### config.mk
export PLATFORM = sky130hd
export DESIGN_NAME = cordic_seq_ctrl
export DESIGN_NICKNAME = d
export VERILOG_FILES = /design/src/rtl/cordic_seq_ctrl.sv
export SDC_FILE = /design/constraint.sdc
export NUM_CORES = 1
export LEC_CHECK = 0
export ABC_CLOCK_PERIOD_IN_PS = 1100
export CAP_MARGIN = 5
export CORE_MARGIN = 2
export CORE_UTILIZATION = 29
export CTS_CLUSTER_DIAMETER = 30
export DETAILED_ROUTE_END_ITERATION = 8
export DONT_BUFFER_PORTS = 1
export PLACE_DENSITY = 0.47
export RECOVER_POWER = 50
export REMOVE_ABC_BUFFERS = 1
export SYNTH_ARGS = -nofsm -noshare
export SYNTH_HDL_FRONTEND = slang
export SYNTH_SLANG_ARGS = --single-unit
### constraint.sdc
create_clock -name clk -period 1.1 [get_ports clk]
set_input_delay 0.055 -clock clk [delete_from_list [all_inputs] [get_ports clk]]
set_output_delay 0.055 -clock clk [all_outputs]
set_load 0.005 [all_outputs]
### src/rtl/cordic_seq_ctrl.sv
// ---------------------------------------------------------------------------
// cordic_seq_ctrl
//
// Sequencer for an iterative CORDIC datapath. A start request loads the
// initial operands. The datapath is then clocked through N_ITER
// micro-rotations, and the result is flagged as valid. A running operation
// can be cancelled.
//
// Parameters
//   N_ITER   : micro-rotations per operation (2..64)
//   ITR_W    : width of the iteration index (2**ITR_W >= N_ITER)
//   AUTO_ACK : 1 -> fin is a one-cycle pulse; 0 -> fin is held until ack
//
// Ports
//   clk     : clock; all state changes on the rising edge
//   rst     : asynchronous active-high reset
//   bgn     : start request, accepted only in IDLE
//   mode_in : requested mode (0 rotation, 1 vectoring), captured with bgn
//   abort   : cancel request, honoured only in EXEC
//   ack     : result consumed, honoured only in DONE when AUTO_ACK=0
//   ld      : datapath register load enable
//   init    : datapath selects initial operands instead of iteration results
//   itr     : current iteration index (shift amount / atan LUT address)
//   mode    : mode latched for the running or finished operation
//   busy    : high in EXEC and DONE
//   fin     : result valid (DONE)
//   abrt    : one-cycle pulse after an operation was cancelled
// ---------------------------------------------------------------------------
module cordic_seq_ctrl #(
  parameter int N_ITER   = 16,
  parameter int ITR_W    = 4,
  parameter int AUTO_ACK = 1
) (
  input  logic             clk,
  input  logic             rst,
  input  logic             bgn,
  input  logic             mode_in,
  input  logic             abort,
  input  logic             ack,
  output logic             ld,
  output logic             init,
  output logic [ITR_W-1:0] itr,
  output logic             mode,
  output logic             busy,
  output logic             fin,
  output logic             abrt
);

  // Reject illegal parameter combinations at elaboration time.
  generate
    if ((N_ITER < 2) || (N_ITER > 64) || ((64'd1 << ITR_W) < 64'(N_ITER))) begin : g_bad_param
      $error("cordic_seq_ctrl: illegal N_ITER/ITR_W combination");
    end
  endgenerate

  typedef enum logic [1:0] {
    IDLE = 2'd0,
    EXEC = 2'd1,
    DONE = 2'd2
  } state_t;

  localparam logic [ITR_W-1:0] LAST_ITR = ITR_W'(N_ITER - 1);

  state_t state;
  state_t state_next;

  // Next-state decode. The unused encoding falls back to IDLE.
  always_comb begin
    state_next = IDLE;
    case (state)
      IDLE: state_next = bgn ? EXEC : IDLE;
      EXEC: begin
        if (abort)
          state_next = IDLE;
        else if (itr == LAST_ITR)
          state_next = DONE;
        else
          state_next = EXEC;
      end
      DONE: state_next = ((AUTO_ACK != 0) || ack) ? IDLE : DONE;
      default: state_next = IDLE;
    endcase
  end

  // ld/init must respond in the same cycle as bgn, so they are decoded
  // combinationally. They are gated by rst so that they drop as soon as
  // reset is asserted, even while bgn is still high.
  assign init = !rst && (state == IDLE) && bgn;
  assign ld   = !rst && (((state == IDLE) && bgn) || ((state == EXEC) && !abort));

  // busy and fin are registered from the next state. This keeps them
  // glitch-free and means they are not decoded from the state bits.
  always_ff @(posedge clk or posedge rst) begin
    if (rst) begin
      state <= IDLE;
      itr   <= '0;
      mode  <= 1'b0;
      busy  <= 1'b0;
      fin   <= 1'b0;
      abrt  <= 1'b0;
    end else begin
      state <= state_next;
      busy  <= (state_next != IDLE);
      fin   <= (state_next == DONE);
      abrt  <= (state == EXEC) && abort;

      case (state)
        IDLE: begin
          itr <= '0;
          if (bgn)
            mode <= mode_in;
        end
        EXEC: begin
          // On abort or terminal count, itr wraps to 0. This makes itr
          // read 0 in IDLE and DONE.
          if (abort || (itr == LAST_ITR))
            itr <= '0;
          else
            itr <= itr + ITR_W'(1);
        end
        default: itr <= '0;
      endcase
    end
  end

endmodule

[Yosys cells after proc, flatten, opt, wreduce, memory -nomap -nowiden]
Cells that the tools add are included.
Storage, ports and cells
  register bits after elaboration: 10
  word-level logic and storage cells: 29
  output and inout bits: 10
  input port bits: 6
Cells by class
  reductions and logical operators: 13
  mux-type cells: 6
  add/sub/neg operators: 1
  equal/unequal tests: 3
Operators with widths (number)
  $mux 4: 2
  $logic_and 1x1->1: 6
  $add 4x1->4 const B: 1
  $eq 4x4->1 const B: 1
  $mux 2: 2
  $pmux 2 s2: 1
  $eq 2x1->1 const B: 1
  $eq 2x2->1 const B: 1
  $logic_not 1->1: 2
  $logic_not 2->1: 1
  $logic_or 1x1->1: 2
  $reduce_and 2->1: 1
  $reduce_bool 2->1: 1
  $mux 1: 1

[Depth between registers and ports, before layout]
  word-level depth: 5
  depth in mapped cells: 4
  depth with buffers taken out: 4

[Least setup slack after synthesis]
OpenSTA, ideal clock, no wires.
  kind: register -> register
  from: register state[1]
  to: register itr[3]
  required time: 1.031 ns
  clock period less this slack: 1.092 ns
  stages on the path, launching flop included: 4
  arrival: 1.024 ns
  setup slack: 0.008 ns
  setup time: 0.069 ns
  buffers on the path: 0
  cells stage by stage: dfrtp_1 or3b_4 nand2b_4 nor2_2
On the way
  longest elaborated chain between the ends: 2
Ends and longest elaborated chain
  from (decl): RTL line 64  | state_t state;
  from (signal assigned): RTL line 102  | state <= state_next;
  $eq 2x1->1: RTL line 107  | case (state)
  $mux 4: RTL line 107
  to (signal assigned): RTL line 119  | itr <= itr + ITR_W'(1);
  to (decl): RTL line 42  | output logic [ITR_W-1:0] itr,
No other way between the ends.
A chain may end at the register's enable or synchronous reset.

[Worst setup path in the final report]
  from: register state[0]
  to: output ld
On the way
  longest elaborated chain between the ends: 4
  elaborated cells between the ends (all ways): 6
  classes of those cells: eq/ne: 1; reduce/logical: 5
Ends and longest elaborated chain
  $eq 2x1->1 or $logic_not 2->1 (tied branches): RTL line 89  | assign ld = !rst && (((state == IDLE) && bgn) || ((state == EXEC) && !abort));
  $logic_and 1x1->1: RTL line 89
  $logic_or 1x1->1 *: RTL line 89
  $logic_and 1x1->1 *: RTL line 89
  to (decl): RTL line 40  | output logic ld,
Mark *: on every way between the ends. The rest lies on a longest branch, timed or not.

==> metrics.md <==
| Metric | Value |
|---|---|
| Outcome | `complete, but fails checks` |
| Failing checks | `negative setup slack` |
| Slew margin rel. | `0.624` |
| Mapped Cells | `34` |
| Max-cap violations | `0` |
| Synthesized flop and latch total | `10` |
| Detailed-route DRC error count | `0` |
| Die width | `41.5 um` |
| Row count | `13` |
| Synth Area in Compound Gates | `0.0245` |
| Commonest cells in the synthesized netlist | `10 x dfrtp_1, 6 x nor2_1, 2 x inv_1, 2 x nand3_1` |
| Largest net degree at the start of global routing | `11` |
| Critical path's top delay family | `simple AND/OR/NAND/NOR gates` |
| Cell variety after synth | `18` |
| Initial antenna violation count | `0` |
| Maximum clock rate | `770 MHz` |
| Routed WL per cell | `12.8 um` |
| Max VDD drop | `1.25 mV` |
| Biggest area consumer among synthesized cells | `dfrtp_1` |
| Most common cell in the netlist | `dfrtp_1` |
| Core area | `1300 um2` |
| Top cells by area, synth | `dfrtp_1 61%, nor2_1 5.5%, nand2b_4 3.4%` |
| Startpoint Class | `flip-flop` |
| Total wire length | `860 um` |
| Post-layout minimum cycle time | `1.30 ns` |
| Worst-path fanout max | `4` |
| Startpoint of the lowest-slack hold path | `bgn` |
| HP Class | `in -> reg` |
| Routability Congestion | `0.751` |
| Fin Setup TNS | `-0.369 ns` |
| CTS max path bufs | `2` |
| CP endpoint kind | `output pin` |
| Total track usage | `0.105` |
| Mux share of post-synthesis cell area | `0.0276` |
| Vias in the first global route | `332` |
| Crit path launch | `state[0]` |
| Critical-path top delay cell | `dfrtp_1` |
| DP Wirelength | `539 um` |
| Syn-to-layout area delta | `62.0%` |
| Die Area | `1720 um2` |
| Post-Synth Simple-Gate Area | `0.242` |
| Reg2reg setup slack | `-0.12 ns` |
| Slew Limit Fails | `0` |
| PortBufs | `0` |
| Clock sink total | `10` |
| I/O pins | `16` |
| Critical Path RT | `1.04 ns` |
| Synth warnings | `0` |
| Ys async rst share | `1.00` |
| Layout cell share with drive strength beyond 1 | `0.596` |
| First-pass iteration count of the detailed router | `2` |
| Main combinational cell family by area after synthesis | `simple AND/OR/NAND/NOR gates` |
| Crit Path Class | `reg -> out` |
| Slew @ Worst Pin | `0.564 ns` |
| Clk Latency, worst-skew pair | `0.26 ns` |
| Reg clk slew, reported paths | `0.06 ns` |
| Final core utilization | `0.508` |
| Via count | `312` |
| First-pass GRT wire length | `1300 um` |
| Seq/Total Area, Yosys | `0.613` |
| Initial DRC count | `2` |
| Inserted Diodes | `0` |
| Pwr dens | `1420 nW/um2` |
| DR vias/cell | `4.66` |
| Hold Fails Final Rpt | `0` |
| CTS tree | `yes` |
| Starting Density | `0.313` |
| Leakage power | `0.308 nW` |
| Congestion Overflow GR | `0` |
| Num CTS Buffers | `3` |
| H-tree depth | `1` |
| Endpoints failing setup | `5` |
| XOR/XNOR Fraction of Synth Area | `0.0429` |
| Critical Path AT | `1.24 ns` |
| Top FF cell, synth | `dfrtp_1` |
| Nets@finish | `60` |
| Avg Cell Area, Syn | `12.0 um2` |
| Critical-path cell list | `or2b_1 -> a21oi_4 -> and2_4` |
| Post-Syn Area | `408 um2` |
| Clock root buffer master | `clkbuf_4` |
| Detail Route Antenna Nets | `0` |
| Die Span Y | `41.5 um` |
| Adder-cell area share of the yosys netlist | `0.0307` |
| Crit path largest cell delay | `0.37 ns` |
| EDFF count, synth | `0` |
| CP Buf/Inv Count | `0` |
| Post-synth top area share | `0.613` |
| Setup WS post-layout | `-0.199 ns` |
| Setup Skew | `0.00585 ns` |
| RSZ-0062 raised after global routing | `yes` |
| Final Cycle Share | `1.18` |
| Reg2reg start | `state[0]` |
-- cells in the final DEF (no fill, tap or decap) --
| cell type | netlist | final |
|---|---|---|
| clkbuf_8 | 0 | 1 |
| nor2_4 | 0 | 2 |
| dlygate4sd3_1 | 0 | 3 |
| nor2_2 | 1 | 5 |
| nand3_2 | 0 | 1 |
| ha_1 | 1 | 1 |
| or2b_1 | 1 | 1 |
| inv_1 | 2 | 2 |
| xnor2_1 | 1 | 1 |
| buf_4 | 0 | 5 |
| nand2b_4 | 1 | 2 |
| buf_6 | 0 | 5 |
| and2_4 | 0 | 1 |
| xor2_1 | 1 | 1 |
| nor3_4 | 0 | 1 |
| a21oi_4 | 0 | 1 |
| clkbuf_4 | 0 | 3 |
| or3b_4 | 1 | 1 |
| clkbuf_1 | 0 | 1 |
| nand3_1 | 2 | 1 |
| o21ai_2 | 0 | 1 |
| and3b_2 | 1 | 1 |
| dfrtp_1 | 10 | 10 |
| mux2_4 | 0 | 1 |
-- cell type report --
class                           instances  area [um2]
Clock buffer                            4        36.3
Fill cell                             117         641
Inverter                                2        7.51
Multi-Input combinational cell         22         220
Sequential cell                        10         250
Tap cell                               15        18.8
Timing Repair Buffer                   14         128
-- worst min-delay path, stage by stage --
cell	delay (ns)
nand2b_4	0.05
buf_6	0.12
o21ai_2	0.05
-- path summary, 6_finish.rpt --
kind,end,cells after the start
setup reg to reg,busy,6
min in group asynchronous,state[1],3
hold reg to reg,mode,1
max in group asynchronous,itr[0],3
hold / removal,state[0],3
setup / recovery,ld,3
-- what timing repair did --
item / CTS / global route
gates resized for setup: 8 / 15
cloned: 0 / 0
endpoints found under the setup margin: 10 / 11
pin swaps: 3 / 4
buffers inserted: 5 / 0
endpoints found under the hold margin: 12 / 0
hold buffers: 3 / 0
-- kinds of logic (layout without fill, tap and decap cells) --
family | Yosys count | in the layout
buffers and inverters | 2 | 20
xor gates and xnor gates | 2 | 2
adders and majority gates | 1 | 1
AOI/OAI and AO/OA | 2 | 2
muxes | 1 | 1
and+or+nand+nor | 16 | 16
DFF | 10 | 10
-- per-layer routing --
layer | GRT usage | wire length [um]
met3 | 0.0913 | 82
met5 | 0 | 0
met2 | 0.184 | 494
met1 | 0.0820 | 275
met4 | 0.0387 | 7
-- per-stage QoR --
step                      hold WS, ns  area, um2  power (mW)  setup slack [ns]  instances
after global placement        -0.0495        472       0.516            0.0119         55
final                          0.0554        661       0.935            -0.199         67
after global routing           0.0473        661       0.998            -0.270         67
after detailed placement      -0.0461        472       0.519          -0.00489         55
after floorplan               -0.0998        408       0.481           0.00774         34
after CTS                      0.0318        607       0.920            -0.177         67
-- registers in the layout (all words and copies together) (netlist names) --
signal	flops
abrt	1
fin	1
itr	4
busy	1
state	2
mode	1
-- power breakdown --
group | switching, mW | internal, mW
clock network | 0.123 | 0.201
registers | 0.0181 | 0.396
logic | 0.0747 | 0.122
Power figures use the tool's default switching activity.
